<file path="config.mk">
export PLATFORM = sky130hd
export DESIGN_NAME = wait_cmd_sequencer
export DESIGN_NICKNAME = d
export VERILOG_FILES = /design/src/rtl/wait_cmd_pkg.sv /design/src/rtl/wait_cmd_fifo.sv /design/src/rtl/wait_cmd_sequencer.sv
export SDC_FILE = /design/constraint.sdc
export NUM_CORES = 1
export LEC_CHECK = 0
export CORE_UTILIZATION = 25
export DETAILED_ROUTE_END_ITERATION = 6
export PLACE_DENSITY = 0.54
export REMOVE_ABC_BUFFERS = 1
export SKIP_CTS_REPAIR_TIMING = 1
export SLEW_MARGIN = 20
export SYNTH_ARGS = -nofsm -noshare
export SYNTH_HDL_FRONTEND = slang
export SYNTH_HIERARCHICAL = 1
export SYNTH_SLANG_ARGS = --single-unit
</file>
<file path="constraint.sdc">
create_clock -name clk -period 3.7 [get_ports clk]
set_clock_uncertainty 0.1 [all_clocks]
set_input_delay 0.74 -clock clk [delete_from_list [all_inputs] [get_ports clk]]
set_output_delay 0.74 -clock clk [all_outputs]
set_load 0.1 [all_outputs]
</file>
<file path="src/rtl/wait_cmd_pkg.sv">
// Shared types for the wait-command sequencer: command record, FSM states,
// edge-select constants and the index range check.
package wait_cmd_pkg;

   localparam logic WTR = 1'b0;
   localparam logic WTF = 1'b1;

   typedef struct packed {
      logic [7:0]  sel;
      logic        edge_sel;
      logic [31:0] timeout;
   } wait_cmd_t;

   typedef enum logic [1:0] {
      IDLE,
      ISSUE,
      WAIT,
      REPORT
   } seq_state_e;

   function automatic logic sel_in_range(input logic [7:0] sel, input int size);
      return int'({24'd0, sel}) < size;
   endfunction

endpackage

</file>
<file path="src/rtl/wait_cmd_fifo.sv">
// Small synchronous FIFO of wait commands; the head is visible combinationally
// so the sequencer can pop and register a command in the same cycle.
module wait_cmd_fifo
   import wait_cmd_pkg::*;
#(
   parameter  int DEPTH = 4,
   localparam int AW    = $clog2(DEPTH),
   localparam int LW    = AW + 1
) (
   input  logic          clk,
   input  logic          rst,
   input  logic          push,
   input  wait_cmd_t     din,
   input  logic          pop,
   output wait_cmd_t     dout,
   output logic [LW-1:0] level,
   output logic          full,
   output logic          empty
);

   wait_cmd_t     mem [DEPTH];
   logic [AW-1:0] wr_ptr;
   logic [AW-1:0] rd_ptr;
   logic          do_push;
   logic          do_pop;

   assign full    = (level == LW'(DEPTH));
   assign empty   = (level == '0);
   assign do_push = push && !full;
   assign do_pop  = pop && !empty;
   assign dout    = mem[rd_ptr];

   always_ff @(posedge clk) begin
      if (do_push) begin
         mem[wr_ptr] <= din;
      end
   end

   // Pointers wrap naturally because DEPTH is a power of two.
   always_ff @(posedge clk or posedge rst) begin
      if (rst) begin
         wr_ptr <= '0;
         rd_ptr <= '0;
         level  <= '0;
      end else begin
         if (do_push) wr_ptr <= wr_ptr + AW'(1);
         if (do_pop)  rd_ptr <= rd_ptr + AW'(1);
         case ({do_push, do_pop})
            2'b10:   level <= level + LW'(1);
            2'b01:   level <= level - LW'(1);
            default: ;
         endcase
      end
   end

endmodule

</file>
<file path="src/rtl/wait_cmd_sequencer.sv">
// Queues wait commands and issues them one at a time to the wait-event stage,
// reporting one status per command. Optional counters under WAIT_CMD_SEQ_STATS_EN.
module wait_cmd_sequencer
   import wait_cmd_pkg::*;
#(
   parameter  int WAIT_SIZE  = 5,
   parameter  int FIFO_DEPTH = 4,
   localparam int LW         = $clog2(FIFO_DEPTH) + 1
) (
   input  logic          clk,
   input  logic          rst,
   input  logic          i_cmd_valid,
   output logic          o_cmd_ready,
   input  logic [7:0]    i_cmd_sel,
   input  logic          i_cmd_edge,
   input  logic [31:0]   i_cmd_timeout,
   output logic          o_en_wait_event,
   output logic [31:0]   o_wait_en,
   output logic          o_sel_wtr_wtf,
   output logic [31:0]   o_max_timeout,
   input  logic          i_wait_done,
   output logic          o_sts_valid,
   output logic          o_sts_timeout,
   output logic          o_sts_err,
   output logic [31:0]   o_sts_cycles,
   output logic          o_busy,
   output logic [LW-1:0] o_fifo_level,
   output logic [15:0]   o_cnt_done,
   output logic [15:0]   o_cnt_timeout
);

   seq_state_e  state;
   wait_cmd_t   push_cmd;
   wait_cmd_t   head;
   logic        full;
   logic        empty;
   logic        pop;
   logic [31:0] cnt;
   logic [31:0] cnt_next;

   assign push_cmd = '{sel: i_cmd_sel, edge_sel: i_cmd_edge, timeout: i_cmd_timeout};
   assign o_cmd_ready = !full;
   assign pop = (state == IDLE) && !empty;
   assign cnt_next = (cnt == '1) ? cnt : cnt + 32'd1;

   wait_cmd_fifo #(.DEPTH(FIFO_DEPTH)) u_fifo (
      .clk   (clk),
      .rst   (rst),
      .push  (i_cmd_valid && o_cmd_ready),
      .din   (push_cmd),
      .pop   (pop),
      .dout  (head),
      .level (o_fifo_level),
      .full  (full),
      .empty (empty)
   );

   always_ff @(posedge clk or posedge rst) begin
      if (rst) begin
         state           <= IDLE;
         o_en_wait_event <= 1'b0;
         o_wait_en       <= '0;
         o_sel_wtr_wtf   <= WTR;
         o_max_timeout   <= '0;
         cnt             <= '0;
         o_sts_valid     <= 1'b0;
         o_sts_timeout   <= 1'b0;
         o_sts_err       <= 1'b0;
         o_sts_cycles    <= '0;
         o_busy          <= 1'b0;
      end else begin
         o_en_wait_event <= 1'b0;
         o_sts_valid     <= 1'b0;
         case (state)
            IDLE: begin
               if (!empty) begin
                  o_busy <= 1'b1;
                  if (sel_in_range(head.sel, WAIT_SIZE)) begin
                     o_wait_en       <= {24'd0, head.sel};
                     o_sel_wtr_wtf   <= head.edge_sel;
                     o_max_timeout   <= head.timeout;
                     o_en_wait_event <= 1'b1;
                     state           <= ISSUE;
                  end else begin
                     o_sts_valid   <= 1'b1;
                     o_sts_err     <= 1'b1;
                     o_sts_timeout <= 1'b0;
                     o_sts_cycles  <= '0;
                     state         <= REPORT;
                  end
               end
            end
            ISSUE: begin
               cnt   <= '0;
               state <= WAIT;
            end
            WAIT: begin
               cnt <= cnt_next;
               // Done is checked first so it wins over a same-cycle guard expiry.
               if (i_wait_done) begin
                  o_sts_valid   <= 1'b1;
                  o_sts_err     <= 1'b0;
                  o_sts_timeout <= 1'b0;
                  o_sts_cycles  <= cnt_next;
                  state         <= REPORT;
               end else if (o_max_timeout != '0 && cnt_next == o_max_timeout) begin
                  o_sts_valid   <= 1'b1;
                  o_sts_err     <= 1'b0;
                  o_sts_timeout <= 1'b1;
                  o_sts_cycles  <= cnt_next;
                  state         <= REPORT;
               end
            end
            REPORT: begin
               o_busy <= 1'b0;
               state  <= IDLE;
            end
            default: state <= IDLE;
         endcase
      end
   end

`ifdef WAIT_CMD_SEQ_STATS_EN
   always_ff @(posedge clk or posedge rst) begin
      if (rst) begin
         o_cnt_done    <= '0;
         o_cnt_timeout <= '0;
      end else if (o_sts_valid) begin
         if (o_sts_timeout) begin
            if (o_cnt_timeout != 16'hFFFF) o_cnt_timeout <= o_cnt_timeout + 16'd1;
         end else begin
            if (o_cnt_done != 16'hFFFF) o_cnt_done <= o_cnt_done + 16'd1;
         end
      end
   end
`else
   assign o_cnt_done    = '0;
   assign o_cnt_timeout = '0;
`endif

endmodule

</file>
==> results of run 1 <==
[worst max-delay path, delay by kind of cell, from the launching register on]
kind	cells	cell delay, ps
buffers and inverters	3	520
adders and majority gates	1	200
and+or+nand+nor	6	1970
AOI/OAI and AO/OA	4	600
DFF	1	350
[placed cells by master (no fill, tap or decap), drive strengths merged, types with 32 or more instances in the layout]
| cell | count |
|---|---|
| conb | 56 |
| o21ai | 35 |
| dfrtp | 119 |
| clkdlybuf4s50 | 54 |
| inv | 33 |
| xnor2 | 32 |
| nand2 | 108 |
| clkbuf | 44 |
| buf | 280 |
| edfxtp | 164 |
| mux4 | 41 |
[path summary, 6_finish.rpt]
kind	startpoint	slack, ps	endpoint
setup / recovery	cnt[1]	-190	o_sts_cycles[13]
hold reg to reg	o_sts_cycles[15]	400	o_sts_cycles[15]
max in group asynchronous	rst	2270	cnt[14]
setup reg to reg	cnt[1]	-190	o_sts_cycles[13]
min in group clk	o_sts_cycles[15]	400	o_sts_cycles[15]
hold / removal	rst	390	u_fifo/rd_ptr[0]
[cell families (layout without fill, tap and decap cells)]
group | count (synthesis) | in the layout
AO/OA/AOI/OAI | 180 | 180
XOR/XNOR | 55 | 55
adder cells (fa/ha/maj) | 10 | 10
buffers and inverters | 158 | 425
flip-flops | 283 | 283
multiplexers | 74 | 74
other | 1 | 56
AND/OR/NAND/NOR | 260 | 260
[metal layers]
metal	routed length, microns	vias to the layer above
met4	1769	0
met5	0	-
met1	20120	4874
met2	20990	293
li1	-	4338
met3	2192	83
[per-stage QoR]
stage	total power, W	setup TNS, ps	cells	hold WS, ps	area (sq um)
4_1_cts	0.01425	-16740	2031	370.1	17700
2_1_floorplan	0.008816	-83510	950	389.0	13080
5_1_grt	0.01501	-11140	2039	423.4	18030
3_5_place_dp	0.01109	-15120	1975	383.7	16690
3_3_place_gp	0.01104	-15680	1975	386.5	16690
6_report	0.01435	-5370	2039	390.1	18030
[flip-flops by register name, summed over array words and instances (netlist names)]
| register | flops |
|---|---|
| o_sel_wtr_wtf | 1 |
| o_busy | 1 |
| u_fifo/rd_ptr | 2 |
| o_sts_timeout | 1 |
| u_fifo/level | 3 |
| u_fifo/wr_ptr | 2 |
| o_en_wait_event | 1 |
| o_sts_valid | 1 |
| o_wait_en | 8 |
| u_fifo/mem | 164 |
| o_sts_err | 1 |
| o_max_timeout | 32 |
| cnt | 32 |
| o_sts_cycles | 32 |
| state | 2 |
[power groups by stage]
stage               combinational [W]  sequential (W)  clock, W
global placement              0.00659         0.00445         0
detailed placement            0.00661         0.00448         0
floorplan                     0.00263         0.00619         0
global route                  0.00722         0.00448   0.00331
CTS                           0.00662         0.00442   0.00320
finish                        0.00683         0.00441   0.00311
[layout make-up]
class,count,area (sq um),share of cell area
clock buffer,41,853.3,0.04733
sequential,283,7905,0.4384
clock inverter,15,158.9,0.008813
tap,696,870.8,0.04830
inverter,32,122.6,0.006801
timing repair buffer,337,2865,0.1589
multi-input combinational,635,5254,0.2914
==> impl_metrics.csv, run 1 <==
group,metric,value,unit
synth,synth_edf_count,164,
synth,yosysTopAreaCellShare,0.3594,
synth,synth_adder_area_share,0.009679,
grt,grt_pass1_vias,9812,
route,vias,9588,
route,routed_wl,45080,microns
synth,yosys-top-cells-area,"edfxtp_1, dfrtp_1, mux4_2",
synth,synth_cell_types,84,
sta,setup_viol,33,
floorplan,num_rows,85,
sta,rsz0062_at_grt,"yes",
synth,synth_most_common_cell,"edfxtp_1",
grt,grt.busiest_layer,"met2",
synth,synthMuxAreaShare,0.09496,
sta,post-route-min-period,3891,ps
synth,synthesis.area,13700,sq um
power,switching_power,0.006269,W
power,cellPowerDensity,795.9,nW/um^2
outcome,violations,"negative setup slack",
grt,antenna_found_initial,0,
floorplan,core-area,54030,sq um
place,gp_congestion,1.023,
grt,grt.overflow.total,0,
layout,final_net_count,1375,
worst_setup_path,path_class,"register to register",
synth,synth_compound_area_frac,0.1124,
floorplan,io_pins,183,
outcome,run_status,"finished with violations",
floorplan,die_w,236.1,microns
sta,post-route-period-util,1.051,
grt,met1_usage,0.2151,
place,port_buffers,126,
route,drtIter0Drc,534,
place,dp.final_hpwl,32980,microns
synth,yosys.area_share.simple,0.1004,
synth,async_reset_ff_frac,0.4205,
grt,grt_pass1_wl,65950,microns
sta,setup_slack,-190.5,ps
synth,synth_flop_cell,"edfxtp_1",
power,switching_share,0.4369,
clock_network,cts_made_buffers,31,
worst_setup_path,slowest_stage,"or4_4",
synth,synth_common_cells,"edfxtp_1, dfrtp_1, nand2_1, buf_4, mux4_2",
sta,max_freq,257.0,MHz
power,leakagePower,7.085,nW
clock_network,clockBufferDepth,3,
sta,tightest_slew,1002,ps
power,intPower,0.008081,W
sta,finalHoldViolations,0,
synth,synth_top_family_by_area,"compound AO/OA/AOI/OAI gates",
synth,synth_xor_area_frac,0.03616,
route,postRouteAntennaNets,0,
sta,relSlewSlack,0.3298,
worst_setup_path,crit_chain,"ha_2 > nand3_2 > or4_4 > buf_6 > or4_4 > nand3_2 > o311ai_1 > or3_4 > nor4b_4 > a31oi_2 > buf_4 > a21o_4 > clkbuf_16 > o2bb2ai_2",
route,drc,0,
layout,final.fill_count,5354,
route,via_per_inst,4.702,
route,first_pass_iters,4,
worst_setup_path,cp-end-kind,"register",
place,pre_cts_ws,-504.2,ps
synth,synth-seq-cells,283,
route,routedWlPerCell,22.11,microns
grt,grt_use_met3,0.02750,
clock_network,cts_root_buf,"clkbuf_16",
layout,syn_to_final_growth,31.57,%
worst_setup_path,cpPeakStageDelay,550,ps
sta,maxSlewViolCount,0,
run,drv_cap,0,
synth,synth_cells,1021,
power,comb_power_share,0.476,
worst_hold_path,hold_path_class,"input port to async pin",
worst_setup_path,arrival,4240,ps
power,ir_drop,0.6009,mV
layout,n_antenna_cell,0,
floorplan,die_h,236.1,microns
clock_network,cts.sinks,283,
worst_setup_path,ff2ff_path_depth,14,
power,power_frac_clock,0.217,
layout,drive_gt1_frac,0.3574,
grt,grt_max_degree,46,
floorplan,dieArea,55750,sq um
clock_network,clock_latency,580,ps
clock_network,clkSlewWorstSetupHoldPaths,70,ps
clock_network,htreeDepth,1,
grt,met2_usage,0.2513,
worst_setup_path,critPathRequiredTime,4050,ps
grt,grt_usage,0.1590,
worst_setup_path,start_kind,"register",
clock_network,cts_tree,"done",
worst_setup_path,path_max_fanout,6,
synth,ys_warn_count,6,
synth,seq_area_frac_synth,0.5767,
power,pwr-share-seq,0.307,
synth,synth_top_area_cell,"edfxtp_1",
layout,final_util,0.3337,
floorplan,start_util,0.2536,
synth,syn_avg_cell_area,13.42,sq um
No activity file was read; power rests on OpenSTA's default activity.
==> inputs of run 2 (changes only) <==
--- a/config.mk
+++ b/config.mk
@@ -5,7 +5,9 @@
 export SDC_FILE = /design/constraint.sdc
 export NUM_CORES = 1
 export LEC_CHECK = 0
+export CORE_ASPECT_RATIO = 0.7
 export CORE_UTILIZATION = 25
+export CTS_BUF_LIST = sky130_fd_sc_hd__clkbuf_8 sky130_fd_sc_hd__clkbuf_16
 export DETAILED_ROUTE_END_ITERATION = 6
 export PLACE_DENSITY = 0.54
 export REMOVE_ABC_BUFFERS = 1
==> run 2 against run 1 <==
Against the previous run: the flow still finishes with violations (negative setup slack); wire length grew 0.45%; design area fell by 0.82%; non-clock buffer count decreased by 10; clock power about the same; sequential power increased by 1%; clock-buffer cell count fell by 10; first-iteration DRC count up 43%; combinational power grew 0.7%; fmax fell by 2.7%; die area is essentially flat; via count hardly changed.
==> impl_metrics.csv, run 2 (synthesized netlist as in run 1, its figures left out) <==
group,metric,value,unit
outcome,run_status,"finished with violations",
outcome,violations,"negative setup slack",
sta,post-route-min-period,3997,ps
floorplan,dieArea,55770,sq um
layout,mostFrequentLayoutCell,"buf_4",
sta,maxSlewViolCount,0,
layout,final.fill_count,5407,
layout,mostFrequentLayoutCells,"buf_4, edfxtp_1, dfrtp_1, nand2_1, conb_1",
route,routedWlPerCell,21.95,microns
worst_setup_path,critPathRequiredTime,4030,ps
route,vias,9590,
worst_setup_path,arrival,4330,ps
sta,tightest_slew,997.1,ps
sta,post-route-period-util,1.080,
sta,setup_viol,35,
sta,rsz0062_at_grt,"yes",
place,pre_cts_ws,-502.3,ps
route,drtIter0Drc,764,
worst_setup_path,cp-end-kind,"register",
layout,final_net_count,1364,
route,first_pass_iters,6,
sta,finalHoldViolations,0,
route,via_per_inst,4.649,
place,dp.final_hpwl,33090,microns
floorplan,num_rows,71,
layout,syn_to_final_growth,30.50,%
worst_setup_path,cpPeakStageDelay,550,ps
route,drc,0,
grt,grt_pass1_vias,9588,
worst_setup_path,path_max_fanout,14,
worst_setup_path,crit_chain,"ha_2 > nand3_4 > or4_4 > buf_8 > or4_4 > nand3_2 > o311ai_1 > or3_4 > nor4b_4 > a31oi_2 > buf_4 > a21o_4 > buf_12 > o2bb2ai_2",
floorplan,core-area,53920,sq um
clock_network,clkSlewWorstSetupHoldPaths,70,ps
place,port_buffers,126,
sta,setup_slack,-297.4,ps
worst_hold_path,hold_path_class,"register to register",
route,postRouteAntennaNets,0,
grt,grt_pass1_wl,65720,microns
grt,antenna_found_initial,0,
layout,largest_register_ffs,164,
power,leakagePower,7.016,nW
floorplan,start_util,0.2541,
sta,relSlewSlack,0.3291,
clock_network,htreeDepth,1,
clock_network,cts_root_buf,"clkbuf_16",
layout,top_register,"u_fifo/mem",
floorplan,io_pins,183,
layout,n_antenna_cell,0,
floorplan,die_w,281.8,microns
power,ir_drop,0.6603,mV
clock_network,cts_tree,"done",
route,routed_wl,45280,microns
power,cellPowerDensity,806.8,nW/um^2
clock_network,cts_made_buffers,30,
worst_setup_path,start_kind,"register",
clock_network,cts.sinks,283,
run,drv_cap,0,
grt,grt.overflow.total,0,
clock_network,clockBufferDepth,3,
place,place_area,16650,sq um
grt,grt_max_degree,113,
worst_setup_path,cpMostUsedCell,"or4_4",
grt,grt_usage,0.1616,
worst_setup_path,path_class,"register to register",
clock_network,clock_latency,570,ps
worst_setup_path,slowest_stage,"or4_4",
layout,final_area,17880,sq um
sta,max_freq,250.2,MHz
place,gp_congestion,1.001,
layout,drive_gt1_frac,0.3518,
floorplan,die_h,197.9,microns
[run 2: path summary, 6_finish.rpt]
check | endpoint | start | slack (ps) | cells after the start
min in group asynchronous | u_fifo/wr_ptr[0] | rst | 410 | 2
worst min register to register | o_sts_cycles[13] | o_sts_cycles[13] | 400 | 1
max in group asynchronous | cnt[7] | rst | 2320 | 3
worst max-delay path | o_sts_cycles[7] | cnt[0] | -300 | 14
worst min-delay path | o_sts_cycles[13] | o_sts_cycles[13] | 400 | 1
worst max register to register | o_sts_cycles[7] | cnt[0] | -300 | 14
[run 2: per-stage QoR]
stage / TNS, ps / cells / hold slack [ps] / total power, W / utilization
finish: -8647 / 2063 / 399.5 / 0.01443 / 0.3316
global route: -11910 / 2063 / 419.9 / 0.01508 / 0.3316
CTS: -17590 / 2060 / 393.2 / 0.01435 / 0.3273
detailed placement: -15930 / 2004 / 383.7 / 0.01121 / 0.3087
global placement: -15830 / 2004 / 384.6 / 0.01116 / 0.3087
floorplan: -83510 / 950 / 389.0 / 0.008816 / -
[run 2: layout make-up]
type	count	area, sq um	share of cell area
multi-input cells	635	5241	0.2931
flip-flops and latches	283	7906	0.4421
clock inverters	25	225.2	0.01259
repair buffers	327	2698	0.1509
inverters	32	122.6	0.006857
clock buffers	31	775.7	0.04338
well taps	730	913.4	0.05108
[run 2: worst max-delay path, delay by kind of cell (launching register included)]
family | cells | cell delay, ps
fa+ha+maj | 1 | 220
flops | 1 | 360
compound gates | 4 | 650
buf+inv | 3 | 510
simple gates | 6 | 2000
[run 2: routing by layer]
layer,part of all wire,wire length [microns],vias to the layer above,GRT usage
li1,-,-,4340,-
met1,0.49,22360,4880,0.2459
met2,0.42,19220,324,0.2360
met3,0.067,3021,46,0.03339
met4,0.015,677,0,0.02657
met5,0,0,-,0
[run 2: where the power goes]
| group | switching (W) | leakage [nW] | internal [W] | total (W) |
|---|---|---|---|---|
| combinational | 0.00469 | 3.37 | 0.00219 | 0.00688 |
| clock | 0.00129 | 0.532 | 0.00180 | 0.00308 |
| sequential | 0.000433 | 3.12 | 0.00403 | 0.00446 |
| total | 0.00641 | 7.02 | 0.00802 | 0.0144 |
==> inputs of run 3 (changes only) <==
--- a/config.mk
+++ b/config.mk
@@ -6,14 +6,13 @@
 export NUM_CORES = 1
 export LEC_CHECK = 0
 export CORE_ASPECT_RATIO = 0.7
-export CORE_UTILIZATION = 25
+export CORE_UTILIZATION = 40
 export CTS_BUF_LIST = sky130_fd_sc_hd__clkbuf_8 sky130_fd_sc_hd__clkbuf_16
 export DETAILED_ROUTE_END_ITERATION = 6
-export PLACE_DENSITY = 0.54
+export PLACE_DENSITY = 0.73
 export REMOVE_ABC_BUFFERS = 1
 export SKIP_CTS_REPAIR_TIMING = 1
 export SLEW_MARGIN = 20
 export SYNTH_ARGS = -nofsm -noshare
 export SYNTH_HDL_FRONTEND = slang
-export SYNTH_HIERARCHICAL = 1
 export SYNTH_SLANG_ARGS = --single-unit
==> run 3 against run 2 <==
Against the previous run: the run now ends clean; clock-buffer cell count down 4; via count up 14%; critical path depth down 3; fmax up 8.2%; register-to-register slack better by 300 ps; combinational power about the same; area after synthesis up 5.1%; hold slack better by 9.8 ps; setup slack better by 300 ps.
==> impl_metrics.csv, run 3 <==
group,metric,value,unit
outcome,run_status,"finished clean",
route,vias,10910,
worst_setup_path,r2r-start,"o_max_timeout[22]",
layout,top_register,"u_fifo.mem",
layout,drive_gt1_frac,0.3142,
grt,antenna_found_initial,2,
layout,final_net_count,1517,
power,cellPowerDensity,782.1,nW/um^2
route,first_pass_iters,5,
route,routed_wl,46280,microns
layout,seqCellArea,7905,sq um
sta,maxSlewViolCount,0,
power,power,0.01432,W
grt,grt_max_degree,51,
worst_setup_path,critPathRequiredTime,4050,ps
worst_setup_path,path_class,"register to register",
layout,mostFrequentLayoutCells,"buf_4, edfxtp_1, dfrtp_1, nand2_1, clkdlybuf4s50_1",
layout,mostFrequentLayoutCell,"buf_4",
worst_setup_path,ff2ff_path_depth,11,
floorplan,core-area,35090,sq um
layout,final.fill_count,3074,
route,via_per_inst,5.580,
worst_hold_path,holdCritStartpoint,"o_sts_cycles[11]",
synth,async_reset_ff_frac,0.4205,
floorplan,dieArea,36770,sq um
synth,synth_top_area_cell,"edfxtp_1",
synth,synth_common_cells,"edfxtp_1, dfrtp_1, nand2_1, buf_4, nor2_1",
worst_setup_path,cp-end-kind,"register",
layout,syn_to_final_growth,27.18,%
clock_network,cts_root_buf,"clkbuf_16",
floorplan,io_pins,183,
synth,synth_edf_count,164,
sta,rsz0062_at_grt,"yes",
clock_network,cts_tree,"done",
floorplan,start_util,0.4103,
layout,multi_input_area,5964,sq um
route,routedWlPerCell,23.67,microns
worst_setup_path,cpPeakStageDelay,690,ps
grt,grt_use_met3,0.04581,
grt,met2_usage,0.3694,
synth,synth_xor_area_frac,0.03155,
sta,max_freq,270.6,MHz
sta,finalHoldViolations,0,
synth,synthesis.area,14400,sq um
worst_hold_path,holdPathStages,1,
grt,grt.overflow.total,0,
layout,final_util,0.5218,
power,ir_drop,0.8356,mV
clock_network,clock_latency,570,ps
layout,final_area,18310,sq um
clock_network,clkSlewWorstSetupHoldPaths,60,ps
place,dp.final_hpwl,34540,microns
synth,yosysTopAreaCellShare,0.3421,
worst_setup_path,crit_family,"simple AND/OR/NAND/NOR gates",
synth,synth_adder_area_share,0.009213,
place,port_buffers,126,
run,drv_cap,0,
worst_setup_path,r2r_end,"o_sts_cycles[15]",
clock_network,cts_made_buffers,27,
synth,syn_avg_cell_area,12.28,sq um
worst_setup_path,path_max_fanout,12,
sta,post-route-period-util,0.9989,
synth,synth-seq-cells,283,
sta,hold_ws,409.3,ps
worst_setup_path,start_kind,"register",
place,gp_congestion,1.021,
floorplan,num_rows,57,
synth,synth_compound_area_frac,0.09395,
route,drtIter0Drc,1001,
synth,seq_area_frac_synth,0.5489,
sta,relSlewSlack,0.3392,
clock_network,htreeDepth,1,
grt,grt_pass1_wl,68680,microns
layout,largest_register_ffs,164,
worst_hold_path,min_to,"o_sts_cycles[11]",
sta,setup_viol,0,
place,place_area,17100,sq um
synth,synth_most_common_cell,"edfxtp_1",
route,postRouteAntennaNets,0,
worst_setup_path,regToRegSetupSlack,4,ps
synth,synthMuxAreaShare,0.1154,
route,drc,0,
synth,synth_top_family_by_area,"simple AND/OR/NAND/NOR gates",
synth,synth_flop_cell,"edfxtp_1",
worst_setup_path,arrival,4040,ps
grt,grt_pass1_vias,10650,
worst_setup_path,critPathBufInv,3,
floorplan,die_h,160.7,microns
clock_network,cts.sinks,283,
grt,met1_usage,0.3777,
grt,grt.busiest_layer,"met1",
layout,n_antenna_cell,0,
sta,tightest_slew,988.1,ps
worst_setup_path,slowest_stage,"nor4_1",
synth,yosys.area_share.simple,0.1352,
synth,ys_warn_count,0,
sta,post-route-min-period,3696,ps
worst_setup_path,crit_chain,"nor4_1 > nand4_1 > o221ai_1 > nor4bb_4 > buf_4 > nand4_1 > buf_4 > a2111oi_4 > a22o_4 > clkbuf_16 > mux2_4",
floorplan,die_w,228.8,microns
power,leakagePower,7.333,nW
clock_network,clockBufferDepth,3,
grt,grt_usage,0.2487,
worst_hold_path,hold_path_class,"register to register",
synth,synth_cell_types,88,
synth,synth_cells,1172,
synth,yosys-top-cells-area,"edfxtp_1, dfrtp_1, mux4_2",
## run 3: changes by cell type in the layout (fill, tap and decap cells not counted), moves of 10 or more
cell / change
o2bb2ai_2: -30
mux2_4: +19
mux2i_1: +11
xnor2_1: -11
nor3_1: +12
clkdlybuf4s50_1: +10
nor2_1: +36
o21ai_0: +20
nand3_1: +13
a21oi_1: +15
## run 3: where the power goes
| group | internal [W] | switching (W) | total [W] |
|---|---|---|---|
| Sequential | 0.00404 | 0.000561 | 0.00460 |
| Clock | 0.00161 | 0.00121 | 0.00282 |
| Combinational | 0.00227 | 0.00464 | 0.00690 |
| Total | 0.00792 | 0.00640 | 0.0143 |
## run 3: worst max-delay path by stage
stage	from	slack [ps]	endpoint	cells after the start
global route	cnt[5]	-30	o_sts_cycles[15]	12
floorplan	u_fifo.rd_ptr[0]	-1190	o_max_timeout[0]	6
CTS	cnt[1]	-80	o_sts_cycles[11]	13
detailed placement	cnt[1]	-70	o_sts_cycles[8]	11
finish	o_max_timeout[22]	4	o_sts_cycles[15]	11
global placement	cnt[0]	-120	o_sts_cycles[10]	16
## run 3: final cells by class
class	instances	area share
Clock buffer	27	0.03690
Clock inverter	23	0.01203
Inverter	36	0.007517
Multi-Input combinational cell	775	0.3258
Sequential cell	283	0.4318
Tap cell	472	0.03226
Timing Repair Buffer	339	0.1538
## run 3: per-stage QoR
step	setup TNS (ps)	cells	setup WS (ps)
finish	0	1955	4.195
global route	-337.4	1955	-32.70
CTS	-909.9	1945	-81.04
detailed placement	-481.2	1895	-68.08
global placement	-1803	1895	-118.1
floorplan	-114070	1094	-1190
## run 3: logic make-up (layout without fill, tap and decap cells)
| group | after synthesis | in the layout |
|---|---|---|
| compound gates | 196 | 196 |
| xor+xnor | 44 | 44 |
| simple gates | 362 | 362 |
| mux | 107 | 107 |
| flops | 283 | 283 |
| buf+inv | 169 | 425 |
| fa+ha+maj | 10 | 10 |
| other cells | 1 | 56 |
## run 3: layer usage
| layer | vias to the layer above | share of wire |
|---|---|---|
| li1 | 4869 | - |
| met1 | 5439 | 0.47 |
| met2 | 534 | 0.43 |
| met3 | 63 | 0.079 |
| met4 | 4 | 0.021 |
| met5 | - | 0.00058 |
